==> config.mk <==
export PLATFORM = sky130hd
export DESIGN_NAME = dec_key_sched
export DESIGN_NICKNAME = d
export VERILOG_FILES = /design/src/rtl/dec_key_sched_pkg.sv /design/src/rtl/dec_key_sched_word_invmix.sv /design/src/rtl/dec_key_sched.sv
export SDC_FILE = /design/constraint.sdc
export NUM_CORES = 2
export LEC_CHECK = 0
export BUFFER_PORTS_ARGS = -buffer_cell sky130_fd_sc_hd__buf_2
export CORE_MARGIN = 1
export CORE_UTILIZATION = 43
export CTS_BUF_LIST = sky130_fd_sc_hd__clkbuf_4
export CTS_CLUSTER_DIAMETER = 120
export CTS_CLUSTER_SIZE = 10
export DETAILED_ROUTE_END_ITERATION = 12
export GPL_TIMING_DRIVEN = 0
export PLACE_DENSITY = 0.65
export SYNTH_ARGS = -nofsm -noshare
export SYNTH_HDL_FRONTEND = slang
export SYNTH_SLANG_ARGS = --single-unit
==> constraint.sdc <==
create_clock -name clk -period 17.98 [get_ports clk]
set_clock_uncertainty 0.15 [all_clocks]
set_input_delay 2.697 -clock clk [delete_from_list [all_inputs] [get_ports clk]]
set_output_delay 2.697 -clock clk [all_outputs]
set_load 0.02 [all_outputs]
==> src/rtl/dec_key_sched_pkg.sv <==
// Shared AES definitions: round counts, GF(2^8) reduction constant, xtime,
// and the state encoding of the decryption key sequencer.
package dec_key_sched_pkg;

  localparam int NR_128 = 10;
  localparam int NR_192 = 12;
  localparam int NR_256 = 14;

  // Low byte of the field modulus x^8+x^4+x^3+x+1.
  localparam logic [7:0] GF_RED = 8'h1B;

  // Width of wr/rd counters and of the dk_round index (covers NR up to 14).
  localparam int CNT_W = 4;

  localparam logic ST_LOAD  = 1'b0;
  localparam logic ST_DRAIN = 1'b1;

  // Multiply a field element by 02.
  function automatic logic [7:0] xtime(input logic [7:0] b);
    return {b[6:0], 1'b0} ^ (b[7] ? GF_RED : 8'h00);
  endfunction

endpackage

==> src/rtl/dec_key_sched_word_invmix.sv <==
// InvMixColumns on a single 32-bit column {a,b,c,d}, a in bits [31:24].
// Purely combinational; products by 09/0b/0d/0e are built from 02/04/08.
module word_invmix
  import dec_key_sched_pkg::*;
(
  input  logic [31:0] col_i,
  output logic [31:0] col_o
);

  logic [7:0] byte_in [4];
  logic [7:0] x2 [4];
  logic [7:0] x4 [4];
  logic [7:0] x8 [4];
  logic [7:0] m9 [4];
  logic [7:0] mb [4];
  logic [7:0] md [4];
  logic [7:0] me [4];

  for (genvar j = 0; j < 4; j++) begin : g_byte
    assign byte_in[j] = col_i[31-8*j -: 8];
    assign x2[j]      = xtime(byte_in[j]);
    assign x4[j]      = xtime(x2[j]);
    assign x8[j]      = xtime(x4[j]);
    assign m9[j]      = x8[j] ^ byte_in[j];
    assign mb[j]      = x8[j] ^ x2[j] ^ byte_in[j];
    assign md[j]      = x8[j] ^ x4[j] ^ byte_in[j];
    assign me[j]      = x8[j] ^ x4[j] ^ x2[j];
  end

  // Output byte j sees its own byte times 0e, then 0b, 0d, 09 rotating right.
  for (genvar j = 0; j < 4; j++) begin : g_out
    assign col_o[31-8*j -: 8] = me[j] ^ mb[(j+1)%4] ^ md[(j+2)%4] ^ m9[(j+3)%4];
  end

endmodule

==> src/rtl/dec_key_sched.sv <==
// Decryption round-key sequencer for the equivalent inverse cipher.
// Buffers ek[0..NR] in LOAD, then replays them in reverse in DRAIN,
// applying InvMixColumns to every key except dk[0] and dk[NR].
module dec_key_sched
  import dec_key_sched_pkg::*;
#(
  parameter int NR = NR_128
) (
  input  logic             clk,
  input  logic             rst,
  input  logic             flush,
  input  logic [127:0]     ek_in,
  input  logic             ek_valid,
  output logic             ek_ready,
  output logic [127:0]     dk_out,
  output logic [CNT_W-1:0] dk_round,
  output logic             dk_valid,
  input  logic             dk_ready,
  output logic             busy
);

  localparam logic [CNT_W-1:0] NR_C = CNT_W'(NR);

  logic             state_q, state_d;
  logic [CNT_W-1:0] wr_cnt_q, wr_cnt_d;
  logic [CNT_W-1:0] rd_cnt_q, rd_cnt_d;
  logic [127:0]     slot_q [NR+1];

  logic             ek_fire;
  logic             dk_fire;
  logic [CNT_W-1:0] rd_idx;
  logic [127:0]     src;
  logic [127:0]     mixed;
  logic             bypass;

  assign ek_ready = (state_q == ST_LOAD);
  assign dk_valid = (state_q == ST_DRAIN);
  assign ek_fire  = ek_valid & ek_ready;
  assign dk_fire  = dk_valid & dk_ready;
  assign busy     = !((state_q == ST_LOAD) && (wr_cnt_q == '0));

  // Next-state and counter logic; flush overrides any handshake this cycle.
  always_comb begin
    state_d  = state_q;
    wr_cnt_d = wr_cnt_q;
    rd_cnt_d = rd_cnt_q;
    if (flush) begin
      state_d  = ST_LOAD;
      wr_cnt_d = '0;
      rd_cnt_d = '0;
    end else if (state_q == ST_LOAD) begin
      if (ek_fire) begin
        if (wr_cnt_q == NR_C) begin
          state_d  = ST_DRAIN;
          wr_cnt_d = '0;
          rd_cnt_d = '0;
        end else begin
          wr_cnt_d = wr_cnt_q + 1'b1;
        end
      end
    end else begin
      if (dk_fire) begin
        if (rd_cnt_q == NR_C) begin
          state_d  = ST_LOAD;
          wr_cnt_d = '0;
          rd_cnt_d = '0;
        end else begin
          rd_cnt_d = rd_cnt_q + 1'b1;
        end
      end
    end
  end

  // Control registers.
  always_ff @(posedge clk) begin
    if (rst) begin
      state_q  <= ST_LOAD;
      wr_cnt_q <= '0;
      rd_cnt_q <= '0;
    end else begin
      state_q  <= state_d;
      wr_cnt_q <= wr_cnt_d;
      rd_cnt_q <= rd_cnt_d;
    end
  end

  // Key storage: cleared only by rst; a key arriving with flush is dropped.
  always_ff @(posedge clk) begin
    if (rst) begin
      for (int k = 0; k <= NR; k++) slot_q[k] <= '0;
    end else if (ek_fire && !flush) begin
      slot_q[wr_cnt_q] <= ek_in;
    end
  end

  // Reverse-order read path.
  assign rd_idx = NR_C - rd_cnt_q;
  assign src    = slot_q[rd_idx];

  for (genvar k = 0; k < 4; k++) begin : g_col
    word_invmix u_invmix (
      .col_i (src[127-32*k -: 32]),
      .col_o (mixed[127-32*k -: 32])
    );
  end

  // First and last decryption keys pass through untransformed.
  assign bypass   = (rd_cnt_q == '0) || (rd_cnt_q == NR_C);
  assign dk_out   = dk_valid ? (bypass ? src : mixed) : '0;
  assign dk_round = dk_valid ? rd_cnt_q : '0;

endmodule

==> summary.md <==
| Metric | Value |
|---|---|
| Clk slew on worst S/H paths | 120 ps |
| Total Routing Usage GR | between 30% and 40% |
| Max Clock Freq | 70.6 MHz |
| # DRC | 0 |
| Seq/Total Area, Yosys | between 60% and 70% |
| Via count | 62100 |
| Io pins | ~270 |
| Initial Utilization | between 40 and 50% |
| Pwr dens | a little under 80 nW/um2 |
| Crit path arrival time | 11310 ps |
| Flop2flop setup slack | between 10000 and 15000 ps |
| Worst path max stage delay | ~730 ps |
| Slew Limit Fails | between 50 and 60 |
| Synthesized area | approximately 97000 um2 |
| Yosys reg bits | between 2000 and 2500 |
| Die Area | 227000 um2 |
| TritonCTS Buffers | 223 |
| Post-Synth XOR/XNOR Area | approximately 8.7% |
| Worst vdd ir | between 0.05 and 0.06 mV |
| Worst EP required | roughly 15000 ps |
| Yosys synthesis warning count | 0 |
| Wirelength per Cell | slightly below 40 um |
| RSZ-0062 raised after global routing | false |
| H-tree depth | 4 |
| Number of I/O port buffers | about 270 |
| Synth Flop Type | edfxtp_1 |
| CTS root buf | clkbuf_4 |
| Outcome | complete, but fails checks |
| Area contributors post-synth | edfxtp_1 (60%), mux4_2 (13%), and2_1 (5.0%), xnor2_1 (4.7%), dfxtp_1 (2.8%) |
| Mux cell area share after synthesis | about 15% |
| Routed Antenna Nets | 0 |
| Worst R2R Path Depth | 16 |
| Placement Cell Area | 104000 um2 |
| Area Growth Syn to Fin | 10.8% |
| Vias in the first global route | 58900 |
| Cell area after layout | 107000 um2 |
| Bufs on Longest Clock Path | 3 |
| Num Clock Sinks | approximately 2000 |
| Nets | roughly 6800 |
| Failing checks | max-capacitance violations, max-slew violations |
| Initial antenna violation count | 105 |
| Period minus WS final | 14160 ps |
| WS Path Type | register to output port |
| Crit-path cells | buf_6 -> buf_6 -> buf_8 -> buf_6 -> buf_6 -> inv_1 -> ha_1 -> buf_4 -> buf_4 -> buf_4 -> buf_4 -> buf_4 -> buf_4 -> buf_4 -> mux2i_1 -> a21oi_2 -> xnor2_2 -> xnor2_1 -> xnor3_1 -> o21ai_1 -> and2_1 -> buf_2 |
| Lkg Pwr | ~38 nW |
| Post-synth net total | around 6200 |
| Setup Viol. Count Final | 0 |
| Slew of the pin with the lowest slew margin | about 1700 ps |
| Vias/cell | around 6.3 |
| Post-Synth Simple-Gate Area | just under 9% |
| # Max-Cap Violations | 5 |
| Slew Limit Headroom | -10.7% |
| Ratio of cells with drive above 1 in the final layout | about a quarter |
| Grt total ovfl | 0 |
| TritonCTS clock tree | built |
| Tot Pwr | ~8.3 mW |
| Drt total wl | ~390000 um |
| Hold-fix buffers, CTS | 0 |
| Latest clock arrival within the worst-skew pair | ~1400 ps |
| Yosys cell types | 56 |
| Final Hold Fails | 0 |
| DIE HEIGHT | ~480 um |
| Buf+Inv Stages, Crit Path | 14 |
| Cell family with most CP delay | buffers and inverters |
| Top cell type's share of synthesized area | 59.5% |
| Worst Hold Class | register to register |
| CP endpoint kind | output port |
| Horiz. Die Dim | around 480 um |
| Synth area leader | edfxtp_1 |
| Synthesized instance count | around 6000 |
| First-pass GRT wire length | 513000 um |
| Post-DP HPWL | roughly 260000 um |
| Crit Path Max Fanout | 10 |
| Adder-Cell Fraction of Synth Area | 0.0775% |
| Largest family of logic cells by synthesized area | multiplexers |
| Largest net degree at the start of global routing | between 40 and 50 |
| Tcrit/Tclk final | around four fifths |
| Compound-Gate Fraction of Synth Area | about 1.6% |
| GP Congestion | around 0.95 |
| Synthesized area per cell | about 16 um2 |
| CP Launch Type | register |
| DRT iter0 DRCs | about 11000 |
| Crit. path cell count | 22 |
| Hold path cells | 2 |
| Placement Rows | around 170 |
| Post-synth EDFFs | around 1900 |
| Core area | roughly 220000 um2 |
| PostCTS Resize Cnt | 0 |
| Crit-path slowest cell | a21oi_2 |
| Most used cell along the critical path | buf_4 |
| Ys async rst share | 0% |
| Setup bufs post-CTS | 0 |
| Drt first pass iters | 8 |
[per-layer routing]
layer / wire (um) / global-route usage [%] / up-vias
met2: 168000 / 49.1 / 5375
met3: 59500 / 12.6 / 1171
met1: 128000 / 41.2 / 31800
met4: 31500 / 23.9 / 82
li1: - / - / 23700
met5: 554 / 0 / -
[cell usage in the layout (no fill, tap or decap), drive strengths merged, types with 3 or more instances in the layout]
cell type	instances
edfxtp	1920
and2	775
nor2	640
mux4	622
clkbuf	615
xnor2	581
buf	554
nand2	279
a21oi	191
dfxtp	137
inv	136
xor2	121
xnor3	65
diode	55
mux2i	45
o21ai	41
a211oi	39
xor3	7
or2	7
nor3	7
ha	6
nand2b	5
and3	4
nand4	4
nor2b	3
dlygate4sd3	3
dlygate4sd1	3
o21a	3
nand3	3
bufinv	3
clkinv	3
[state kept, by name, indices dropped and copies added, names as in the netlist]
name / cells
slot_q: 2048
wr_cnt_q: 4
dk_valid: 1
rd_cnt_q: 4
[power breakdown]
part	internal (mW)	total, mW	switching, mW	leakage [nW]
registers	5.32	5.36	0.0311	20.2
clock network	1.04	2.67	1.63	1.93
logic	0.0822	0.296	0.213	15.4
[Yosys cell counts, types with 4 or more instances]
cell	number
nor2_1	640
xnor2_1	518
xnor3_1	63
inv_1	132
nor3_1	7
mux2i_4	6
nand2_1	279
buf_4	38
xnor2_4	8
buf_2	53
mux4_2	539
xor2_2	6
nand4_1	4
a211oi_1	37
a21oi_1	187
mux4_1	82
dfxtp_1	137
buf_6	55
mux2i_1	37
xor3_1	6
xor2_1	113
or2_2	7
and2_1	775
o21ai_0	16
buf_1	11
edfxtp_1	1920
dlygate4sd1_1	5
clkbuf_1	208
buf_8	12
xnor2_2	55
and3_1	4
o21ai_1	25
ha_1	6
nand2b_1	5
buf_12	13
[logic make-up after synthesis]
| family | count (synthesis) |
|---|---|
| flip-flops | 2057 |
| AND/OR/NAND/NOR | 1732 |
| XOR/XNOR | 774 |
| multiplexers | 669 |
| buffers and inverters | 533 |
| AO/OA/AOI/OAI | 277 |
| adder cells (fa/ha/maj) | 6 |
[worst paths after layout]
kind	startpoint	endpoint
worst max register to register	rd_cnt_q[0]$_SDFFE_PP0P_	rd_cnt_q[1]$_SDFFE_PP0P_
worst max-delay path	rd_cnt_q[0]$_SDFFE_PP0P_	dk_out[99]
worst min-delay path	slot_q[10][71]$_SDFFE_PP0P_	slot_q[10][71]$_SDFFE_PP0P_
worst min register to register	slot_q[10][71]$_SDFFE_PP0P_	slot_q[10][71]$_SDFFE_PP0P_
[through the flow]
stage,instances,hold WS [ps],setup WS (ps),utilization (%),setup TNS [ps]
3_5_place_dp,9393,325,5680,46.7,0
5_1_grt,9820,364,4060,48.1,0
4_1_cts,9809,345,4170,48.1,0
6_report,9864,348,3820,48.1,0
3_3_place_gp,9290,310,-10830,45.7,-3409700
2_1_floorplan,6048,297,4410,-,0
[area by class of cell]
| class | count | area (um2) |
|---|---|---|
| fill | 19100 | 116000 |
| sequential | 2057 | 60400 |
| timing repair buffer | 370 | 3290 |
| clock buffer | 405 | 3040 |
| multi-input combinational | 3458 | 33600 |
| inverter | 133 | 499 |
| tap | 2975 | 3720 |
| clock inverter | 11 | 133 |
| antenna | 55 | 138 |
| buffer | 400 | 2540 |
[tightest hold or removal path, stage by stage, from the launching register on]
cell and delay, ps:
dfxtp_1 330, nor2_1 90, a21oi_1 40
(Power assumes the default switching activity.)
